===== config.mk =====
export PLATFORM = sky130hd
export DESIGN_NAME = rx_byte_packer
export DESIGN_NICKNAME = d
export VERILOG_FILES = /design/src/rtl/rx_byte_packer_pkg.sv /design/src/rtl/rx_word_fifo.sv /design/src/rtl/rx_byte_packer.sv
export SDC_FILE = /design/constraint.sdc
export NUM_CORES = 1
export LEC_CHECK = 0
export BUFFER_PORTS_ARGS = -buffer_cell sky130_fd_sc_hd__buf_2
export CORE_AREA = 3 3 213 215
export DETAILED_ROUTE_END_ITERATION = 7
export DIE_AREA = 0 0 216 218
export GPL_ROUTABILITY_DRIVEN = 0
export PLACE_DENSITY_LB_ADDON = 0.15
export SLEW_MARGIN = 30
export SYNTH_ARGS = -nofsm -noshare
export SYNTH_HDL_FRONTEND = slang
export SYNTH_SLANG_ARGS = --single-unit
export TNS_END_PERCENT = 5

===== constraint.sdc =====
create_clock -name s00_axi_aclk -period 3.9 [get_ports s00_axi_aclk]
set_input_delay 0.78 -clock s00_axi_aclk [delete_from_list [all_inputs] [get_ports s00_axi_aclk]]
set_output_delay 0.78 -clock s00_axi_aclk [all_outputs]
set_load 0.005 [all_outputs]

===== src/rtl/rx_byte_packer_pkg.sv =====
// Shared types and defaults for the receive byte packer.
// Holds the packer state encoding and the default word/FIFO sizing.
package rx_byte_packer_pkg;

    localparam int DEF_WORD_BYTES = 8;
    localparam int DEF_FIFO_DEPTH = 4;
    localparam int FLAG_BITS = 3;

    typedef enum logic [1:0] {
        IDLE     = 2'd0,
        COLLECT  = 2'd1,
        WAIT_FCS = 2'd2
    } state_t;

endpackage


===== src/rtl/rx_word_fifo.sv =====
// Word FIFO with a registered first-word-fall-through output stage.
// Capacity counts the output register; a pop frees a slot the same cycle.
module rx_word_fifo #(
    parameter int WIDTH = 8,
    parameter int DEPTH = 4
) (
    input  logic             clk,
    input  logic             rst_n,
    input  logic             push,
    input  logic [WIDTH-1:0] din,
    input  logic             ready,
    output logic             valid,
    output logic [WIDTH-1:0] dout,
    output logic             drop
);

    localparam int AW = $clog2(DEPTH);

    logic [WIDTH-1:0] mem [DEPTH];
    logic [AW-1:0]    wr_ptr;
    logic [AW-1:0]    rd_ptr;
    logic [AW:0]      mem_cnt;
    logic [AW:0]      total;
    logic             pop;
    logic             load;
    logic             accept;
    logic             from_mem;
    logic             to_mem;

    // Decide whether the output stage refills and where an incoming word goes.
    always_comb begin
        pop      = valid && ready;
        load     = !valid || pop;
        total    = mem_cnt + {{AW{1'b0}}, valid};
        accept   = push && ((total != (AW+1)'(DEPTH)) || pop);
        drop     = push && !accept;
        from_mem = load && (mem_cnt != '0);
        to_mem   = accept && !(load && (mem_cnt == '0));
    end

    // Storage array write port.
    always_ff @(posedge clk) begin
        if (to_mem) begin
            mem[wr_ptr] <= din;
        end
    end

    // Pointers, occupancy and the registered output stage.
    always_ff @(posedge clk or negedge rst_n) begin
        if (!rst_n) begin
            wr_ptr  <= '0;
            rd_ptr  <= '0;
            mem_cnt <= '0;
            valid   <= 1'b0;
            dout    <= '0;
        end else begin
            if (to_mem) begin
                wr_ptr <= wr_ptr + AW'(1);
            end
            if (from_mem) begin
                dout   <= mem[rd_ptr];
                rd_ptr <= rd_ptr + AW'(1);
                valid  <= 1'b1;
            end else if (load) begin
                valid <= accept;
                if (accept) begin
                    dout <= din;
                end
            end
            case ({to_mem, from_mem})
                2'b10:   mem_cnt <= mem_cnt + (AW+1)'(1);
                2'b01:   mem_cnt <= mem_cnt - (AW+1)'(1);
                default: mem_cnt <= mem_cnt;
            endcase
        end
    end

endmodule


===== src/rtl/rx_byte_packer.sv =====
// Packs decoded receiver bytes into little-endian words with packet framing.
// The last word is held until the FCS verdict arrives or a new header aborts it.
module rx_byte_packer
    import rx_byte_packer_pkg::*;
#(
    parameter int WORD_BYTES = DEF_WORD_BYTES,
    parameter int FIFO_DEPTH = DEF_FIFO_DEPTH
) (
    input  logic                    s00_axi_aclk,
    input  logic                    s00_axi_aresetn,
    input  logic                    pkt_header_valid_strobe,
    input  logic                    pkt_header_valid,
    input  logic [15:0]             pkt_len,
    input  logic                    byte_out_strobe,
    input  logic [7:0]              byte_out,
    input  logic                    fcs_out_strobe,
    input  logic                    fcs_ok,
    output logic [8*WORD_BYTES-1:0] m_word,
    output logic [WORD_BYTES-1:0]   m_keep,
    output logic                    m_last,
    output logic                    m_fcs_ok,
    output logic                    m_abort,
    output logic                    m_valid,
    input  logic                    m_ready,
    output logic                    overflow_err
);

    localparam int LW = $clog2(WORD_BYTES);
    localparam int DW = 8 * WORD_BYTES;
    localparam int FW = DW + WORD_BYTES + FLAG_BITS;

    state_t                state;
    logic [15:0]           len_q;
    logic [15:0]           count_q;
    logic [15:0]           count_nxt;
    logic [DW-1:0]         word_q;
    logic [DW-1:0]         wr_word;
    logic [LW:0]           lanes_q;
    logic [LW-1:0]         lane;
    logic [WORD_BYTES-1:0] cur_keep;
    logic [WORD_BYTES-1:0] wr_keep;
    logic                  hdr_ok;
    logic                  is_last;
    logic                  lane_full;
    logic                  push_q;
    logic [FW-1:0]         push_d;
    logic                  fifo_drop;
    logic [FW-1:0]         fifo_dout;
    logic                  ovf_q;

    // Next word image with the incoming byte merged, plus keep masks.
    always_comb begin
        lane      = lanes_q[LW-1:0];
        count_nxt = count_q + 16'd1;
        is_last   = (count_nxt == len_q);
        lane_full = (lane == LW'(WORD_BYTES - 1));
        hdr_ok    = pkt_header_valid_strobe && pkt_header_valid;
        wr_word   = word_q;
        wr_word[{lane, 3'b000} +: 8] = byte_out;
        for (int i = 0; i < WORD_BYTES; i++) begin
            cur_keep[i] = ((LW+1)'(i) < lanes_q);
            wr_keep[i]  = ((LW+1)'(i) <= lanes_q);
        end
    end

    // Packet state machine feeding the single push register.
    always_ff @(posedge s00_axi_aclk or negedge s00_axi_aresetn) begin
        if (!s00_axi_aresetn) begin
            state   <= IDLE;
            len_q   <= '0;
            count_q <= '0;
            word_q  <= '0;
            lanes_q <= '0;
            push_q  <= 1'b0;
            push_d  <= '0;
            ovf_q   <= 1'b0;
        end else begin
            push_q <= 1'b0;
            if (fifo_drop) begin
                ovf_q <= 1'b1;
            end
            if (hdr_ok) begin
                if (state != IDLE) begin
                    push_q <= 1'b1;
                    push_d <= {1'b1, 1'b0, 1'b1, cur_keep, word_q};
                end
                word_q  <= '0;
                lanes_q <= '0;
                count_q <= '0;
                if (pkt_len != 16'd0) begin
                    len_q <= pkt_len;
                    ovf_q <= 1'b0;
                    state <= COLLECT;
                end else begin
                    state <= IDLE;
                end
            end else begin
                unique case (state)
                    IDLE: ;
                    COLLECT: begin
                        if (byte_out_strobe) begin
                            count_q <= count_nxt;
                            if (is_last && fcs_out_strobe) begin
                                push_q  <= 1'b1;
                                push_d  <= {1'b0, fcs_ok, 1'b1,
                                            wr_keep, wr_word};
                                word_q  <= '0;
                                lanes_q <= '0;
                                state   <= IDLE;
                            end else if (is_last) begin
                                word_q  <= wr_word;
                                lanes_q <= lanes_q + (LW+1)'(1);
                                state   <= WAIT_FCS;
                            end else if (lane_full) begin
                                push_q  <= 1'b1;
                                push_d  <= {3'b000,
                                            {WORD_BYTES{1'b1}}, wr_word};
                                word_q  <= '0;
                                lanes_q <= '0;
                            end else begin
                                word_q  <= wr_word;
                                lanes_q <= lanes_q + (LW+1)'(1);
                            end
                        end
                    end
                    WAIT_FCS: begin
                        if (fcs_out_strobe) begin
                            push_q  <= 1'b1;
                            push_d  <= {1'b0, fcs_ok, 1'b1,
                                        cur_keep, word_q};
                            word_q  <= '0;
                            lanes_q <= '0;
                            state   <= IDLE;
                        end
                    end
                    default: state <= IDLE;
                endcase
            end
        end
    end

    rx_word_fifo #(
        .WIDTH (FW),
        .DEPTH (FIFO_DEPTH)
    ) u_fifo (
        .clk   (s00_axi_aclk),
        .rst_n (s00_axi_aresetn),
        .push  (push_q),
        .din   (push_d),
        .ready (m_ready),
        .valid (m_valid),
        .dout  (fifo_dout),
        .drop  (fifo_drop)
    );

    assign {m_abort, m_fcs_ok, m_last, m_keep, m_word} = fifo_dout;
    assign overflow_err = ovf_q;

endmodule


==> results of run 1 <==
[synth_stat cells, types with 13 or more instances]
| cell | count | area (um^2) |
|---|---|---|
| a21oi_1 | 93 | 465.5 |
| a32o_1 | 64 | 640.6 |
| and2_1 | 13 | 81.33 |
| buf_6 | 14 | 157.7 |
| clkbuf_1 | 62 | 232.7 |
| dfrtp_1 | 262 | 6556 |
| edfxtp_1 | 300 | 9009 |
| ha_1 | 16 | 200.2 |
| inv_1 | 21 | 78.83 |
| mux2_2 | 93 | 1047 |
| mux2_4 | 57 | 855.8 |
| mux2i_1 | 80 | 800.8 |
| mux4_2 | 75 | 1689 |
| nand2_1 | 28 | 105.1 |
| nor2_1 | 104 | 390.4 |
| nor3_1 | 15 | 75.07 |
| o21ai_0 | 17 | 85.08 |
| xnor2_1 | 21 | 183.9 |
| xor2_1 | 13 | 113.9 |
[cell type report]
type / instances / area [um^2]
clock buffers: 72 / 1544
clock inverters: 32 / 401.6
fillers: 3291 / 16860
inverters: 21 / 78.83
multi-input cells: 798 / 7752
flip-flops and latches: 562 / 15570
well taps: 592 / 740.7
repair buffers: 144 / 983.4
[state kept, by name, summed over array words and instances (netlist names)]
register	count
state	2
u_fifo.dout	75
word_q	64
push_q	1
overflow_err	1
len_q	16
u_fifo.valid	1
push_d	75
u_fifo.mem	300
lanes_q	4
count_q	16
u_fifo.wr_ptr	2
u_fifo.rd_ptr	2
u_fifo.mem_cnt	3
[routing by layer]
layer  GRT usage (%)  up-vias  routed length [um]
met5               0        -                   0
met4           5.253        0                 969
met3           3.246       70                1682
met2           34.05      226               23280
met1           28.20     6628               20980
li1                -     5907                   -
[worst paths after layout]
path | to | slack (ns) | depth (start not counted)
hold / removal | u_fifo.dout[23] | 0.21 | 1
setup / recovery | word_q[63] | 0.34 | 9
min in group s00_axi_aclk | len_q[5] | 0.40 | 3
hold reg to reg | word_q[48] | 0.49 | 1
max in group asynchronous | u_fifo.rd_ptr[1] | 2.72 | 2
setup reg to reg | word_q[63] | 0.34 | 9
[worst max-delay path: cells and delay by family, from the launching register on]
family                   cells  cell delay [ns]
AO/OA/AOI/OAI                4             1.73
AND/OR/NAND/NOR              3             0.77
flip-flops                   1             0.45
adder cells (fa/ha/maj)      1             0.28
buffers and inverters        1             0.27
[cells by family (layout without fill, tap and decap cells)]
logic type | Yosys count | in the layout
buffers and inverters | 116 | 269
AO/OA/AOI/OAI | 214 | 214
flip-flops | 562 | 562
adder cells (fa/ha/maj) | 17 | 17
AND/OR/NAND/NOR | 228 | 228
XOR/XNOR | 34 | 34
multiplexers | 305 | 305
[metrics by stage]
stage / worst slack (ns) / power [W] / area, um^2
after detailed placement: 0.3484 / 0.01493 / 25130
after global routing: 0.1519 / 0.02150 / 27070
after floorplan: 0.1577 / 0.01311 / 23810
after global placement: 0.4253 / 0.01473 / 25120
final: 0.3370 / 0.02033 / 27070
after CTS: 0.3244 / 0.02063 / 27070
[where the power goes]
part	switching [W]	internal, W	total (W)	leakage [nW]
Combinational	0.00265	0.00296	0.00560	3.56
Sequential	0.00114	0.00796	0.00911	6.10
Clock	0.00224	0.00339	0.00563	0.957
Total	0.00603	0.0143	0.0203	10.6
==> impl_metrics.env, run 1 <==
export IMPL_ant_nets=0
export IMPL_viasPerCell=5.777
export IMPL_min_period_ns=3.563
export IMPL_drv_cap=0
export IMPL_leakage_nw=10.62
export IMPL_clock_path_buffers=3
export IMPL_synthSimpleGateAreaFrac_pct=4.672
export IMPL_crit_path_start_kind="flop"
export IMPL_synth_top_family_by_area="multiplexers"
export IMPL_hold_path_class="primary input to asynchronous set/reset pin"
export IMPL_synth_main_ff_cell="edfxtp_1"
export IMPL_utilization_pct=61.63
export IMPL_yosysSeqAreaShare_pct=65.37
export IMPL_insertion_delay_ns=0.60
export IMPL_grt_overflow=0
export IMPL_ir_worst_vdd_v=0.0004928
export IMPL_port_buffers=108
export IMPL_synthAdderAreaFrac_pct=0.9249
export IMPL_tightestPinTransition_ns=0.8230
export IMPL_ys_types=65
export IMPL_crit_type="flop to flop"
export IMPL_start_util_pct=54.20
export IMPL_io_pins=109
export IMPL_grt_first_pass_wirelength_mm=75.02
export IMPL_grt_max_degree=151
export IMPL_clock_skew_ns=0.01088
export IMPL_grt_pass1_vias=13100
export IMPL_post_cts_buffers=0
export IMPL_htree_levels=2
export IMPL_core_um2=43930
export IMPL_cts_resized=0
export IMPL_cp_common_cell="and3_1"
export IMPL_n_antenna_cell=0
export IMPL_die_area_um2=47090
export IMPL_synth_xor_area_share_pct=1.251
export IMPL_crit_path_start="count_q[0]"
export IMPL_final_cell_mix="edfxtp_1 (300), dfrtp_1 (260), buf_2 (107)"
export IMPL_fin_nets=1631
export IMPL_mostFrequentLayoutCell="edfxtp_1"
export IMPL_synth_nets=1525
export IMPL_chipHeight_um=218
export IMPL_setup_viol=0
export IMPL_synth_edff_count=300
export IMPL_syn_inst=1476
export IMPL_antenna_found_initial=0
export IMPL_wl_per_cell_um=21.12
export IMPL_worstPathArrival_ns=4.10
export IMPL_critPathRequiredTime_ns=4.44
export IMPL_syn_avg_cell_area_um2=16.13
export IMPL_dpl_cell_count=2117
export IMPL_critical_path_max_stage_delay_ns=0.73
export IMPL_finalHoldViolCount=0
export IMPL_relSlewSlack_pct=45.13
export IMPL_synth_warnings=0
export IMPL_r2r_start="count_q[0]"
export IMPL_power_density_nw_per_um2=751.1
export IMPL_numClockSinks=562
export IMPL_drive_above_1_share_pct=30.14
export IMPL_period_share_pct=91.36
export IMPL_hold_buffers=0
export IMPL_synth_compound_area_share_pct=7.010
export IMPL_ys_ff_latch=562
export IMPL_die_width_um=216
export IMPL_slew_viol_final=0
export IMPL_synthMuxAreaShare_pct=18.45
export IMPL_stdcell_count=2221
export IMPL_crit_path_top_delay_cell="o41ai_2"
export IMPL_num_vias=12830
export IMPL_fmaxAchievable_mhz=280.7
export IMPL_grt_use_total_pct=20.32
export IMPL_fin_tns_setup_ns=0
export IMPL_drc=0
export IMPL_rsz0062_at_grt="no"
export IMPL_outcome="completed"
export IMPL_rows=77
export IMPL_clk_pin_slew_ns=0.06
export IMPL_crit_fanout=13
export IMPL_endpoint_kind="flop"
export IMPL_syn_to_final_growth_pct=13.71
export IMPL_syn_area_um2=23810
export IMPL_cts_root_buf="clkbuf_16"
export IMPL_async_flop_share_pct=46.62
export IMPL_holdWs_ns=0.2123
export IMPL_drtIter0Drc=977
export IMPL_worstPathCellList="ha_1, and3_1, and3_1, or3_4, a211oi_4, a31oi_4, buf_4, o41ai_2, a32o_1"
export IMPL_cts_made_buffers=55
export IMPL_routed_wl_mm=46.91
export IMPL_tritoncts="yes"
export IMPL_drt_pass1_iterations=5
export IMPL_place_hpwl_mm=28.33
Note: power is estimated with default switching activity, not from simulation.
==> inputs of run 2 (changes only) <==
--- a/config.mk
+++ b/config.mk
@@ -6,9 +6,9 @@
 export NUM_CORES = 1
 export LEC_CHECK = 0
 export BUFFER_PORTS_ARGS = -buffer_cell sky130_fd_sc_hd__buf_2
-export CORE_AREA = 3 3 213 215
+export CORE_AREA = 3 3 253 181
 export DETAILED_ROUTE_END_ITERATION = 7
-export DIE_AREA = 0 0 216 218
+export DIE_AREA = 0 0 256 184
 export GPL_ROUTABILITY_DRIVEN = 0
 export PLACE_DENSITY_LB_ADDON = 0.15
 export SLEW_MARGIN = 30
==> impl_metrics.env, run 2 (synthesis results as in run 1) <==
export IMPL_outcome="completed"
export IMPL_largest_register_ffs=300
export IMPL_insertion_delay_ns=0.57
export IMPL_tritoncts="yes"
export IMPL_top_register="u_fifo.mem"
export IMPL_port_buffers=108
export IMPL_grt_use_total_pct=21.15
export IMPL_ir_worst_vdd_v=0.0003885
export IMPL_hold_path_class="primary input to asynchronous set/reset pin"
export IMPL_p_clk_share_pct=24.2
export IMPL_num_vias=13120
export IMPL_cts_made_buffers=51
export IMPL_crit_path_start="count_q[0]"
export IMPL_grt_first_pass_wirelength_mm=78.15
export IMPL_setup_viol=0
export IMPL_drive_above_1_share_pct=30.93
export IMPL_start_util_pct=54.76
export IMPL_period_share_pct=86.87
export IMPL_io_pins=109
export IMPL_mostFrequentLayoutCell="edfxtp_1"
export IMPL_core_um2=43480
export IMPL_fin_tns_setup_ns=0
export IMPL_worstPathArrival_ns=3.88
export IMPL_clock_skew_ns=0.02435
export IMPL_pre_cts_ws_ns=0.5500
export IMPL_fin_nets=1657
export IMPL_chipHeight_um=184
export IMPL_layout_setup_ws_ns=0.5122
export IMPL_endpoint_kind="flop"
export IMPL_fmaxAchievable_mhz=295.2
export IMPL_drtIter0Drc=1140
export IMPL_crit_fanout=15
export IMPL_placed_area_um2=25330
export IMPL_wl_per_cell_um=21.85
export IMPL_finalHoldViolCount=0
export IMPL_leakage_nw=10.61
export IMPL_seqPwrFrac_pct=46.5
export IMPL_syn_to_final_growth_pct=13.07
export IMPL_tightestPinTransition_ns=0.8577
export IMPL_antenna_found_initial=1
export IMPL_power_share_switching_pct=30.75
export IMPL_final_cell_mix="edfxtp_1 (300), dfrtp_1 (260), buf_2 (107)"
export IMPL_cts_resized=0
export IMPL_clk_pin_slew_ns=0.06
export IMPL_n_antenna_cell=0
export IMPL_crit_path_start_kind="flop"
export IMPL_holdWs_ns=0.2325
export IMPL_drv_cap=0
export IMPL_power_density_nw_per_um2=731.3
export IMPL_power_frac_comb_pct=29.2
export IMPL_clock_path_buffers=3
export IMPL_grt_max_degree=151
export IMPL_post_cts_buffers=0
export IMPL_crit_type="flop to flop"
export IMPL_hold_buffers=0
export IMPL_rows=64
export IMPL_p_int_w=0.01363
export IMPL_drt_pass1_iterations=5
export IMPL_rr_endpoint="word_q[24]"
export IMPL_fin_area_um2=26920
export IMPL_relSlewSlack_pct=42.30
export IMPL_routed_wl_mm=49.00
export IMPL_htree_levels=2
export IMPL_rsz0062_at_grt="no"
export IMPL_die_width_um=256
export IMPL_grt_overflow=0
export IMPL_place_hpwl_mm=30.49
export IMPL_slew_viol_final=0
export IMPL_cts_root_buf="clkbuf_16"
export IMPL_r2r_start="count_q[0]"
export IMPL_numClockSinks=562
export IMPL_grt_pass1_vias=13380
export IMPL_worst_r2r_cell_count=9
export IMPL_critPathCapture="word_q[24]"
export IMPL_min_period_ns=3.388
export IMPL_drc=0
export IMPL_reg_top3="u_fifo.mem (300), push_d (75), u_fifo.dout (75)"
export IMPL_p_switching_w=0.006053
export IMPL_viasPerCell=5.848
export IMPL_ant_nets=0
export IMPL_ff2ff_setup_slack_ns=0.51
export IMPL_critPathRequiredTime_ns=4.39
export IMPL_die_area_um2=47100
[run 2: cell types whose count changed in the layout (fill, tap and decap cells not counted), sizes merged]
cell,delta
clkinv,-1
bufinv,-9
clkinvlp,-2
inv,+1
clkbuf,+1
buf,+30
[run 2: layout make-up]
type                    count  area [um^2]
fillers                  3243        16560
flip-flops and latches    562        15570
multi-input cells         798         7741
clock buffers              73         1481
repair buffers            174         1196
well taps                 594        743.2
clock inverters            21        107.6
inverters                  21        78.83
[run 2: worst min path at each step]
stage	from	endpoint	slack (ns)	cells after the start
floorplan	word_q[63]	word_q[63]	0.46	1
global placement	word_q[30]	word_q[30]	0.47	1
detailed placement	word_q[35]	word_q[35]	0.48	1
CTS	s00_axi_aresetn	u_fifo.valid	0.25	1
global route	s00_axi_aresetn	u_fifo.valid	0.27	1
finish	s00_axi_aresetn	u_fifo.valid	0.23	1
[run 2: critical path: stages (launching register included)]
cell	delay, ns
dfrtp_1	0.45
ha_1	0.29
and3_1	0.22
and3_1	0.19
or3_4	0.35
a211oi_4	0.44
a31oi_4	0.14
buf_4	0.25
o41ai_2	0.77
a32o_1	0.21
[run 2: stage by stage]
| stage | total power, W | util [%] | std cells |
|---|---|---|---|
| global placement | 0.01488 | 58.25 | 2149 |
| finish | 0.01969 | 61.91 | 2243 |
| global route | 0.02081 | 61.91 | 2243 |
| detailed placement | 0.01510 | 58.26 | 2149 |
| CTS | 0.01990 | 61.91 | 2243 |
| floorplan | 0.01311 | - | 1476 |
[run 2: power by group through the flow]
stage                     sequential, W  clock, W  combinational (W)
final                           0.00916   0.00477            0.00576
after global placement          0.00918         0            0.00570
after detailed placement        0.00928         0            0.00582
after CTS                       0.00917   0.00488            0.00585
after global routing            0.00937   0.00512            0.00632
after floorplan                 0.00880         0            0.00432
[run 2: metal layers]
metal | part of all wire, % | wire length, um | track usage, %
met5 | 0.027 | 13 | 0
met2 | 45 | 22170 | 32.47
met1 | 49 | 23840 | 32.58
met3 | 4.4 | 2148 | 3.194
met4 | 1.7 | 835 | 4.397
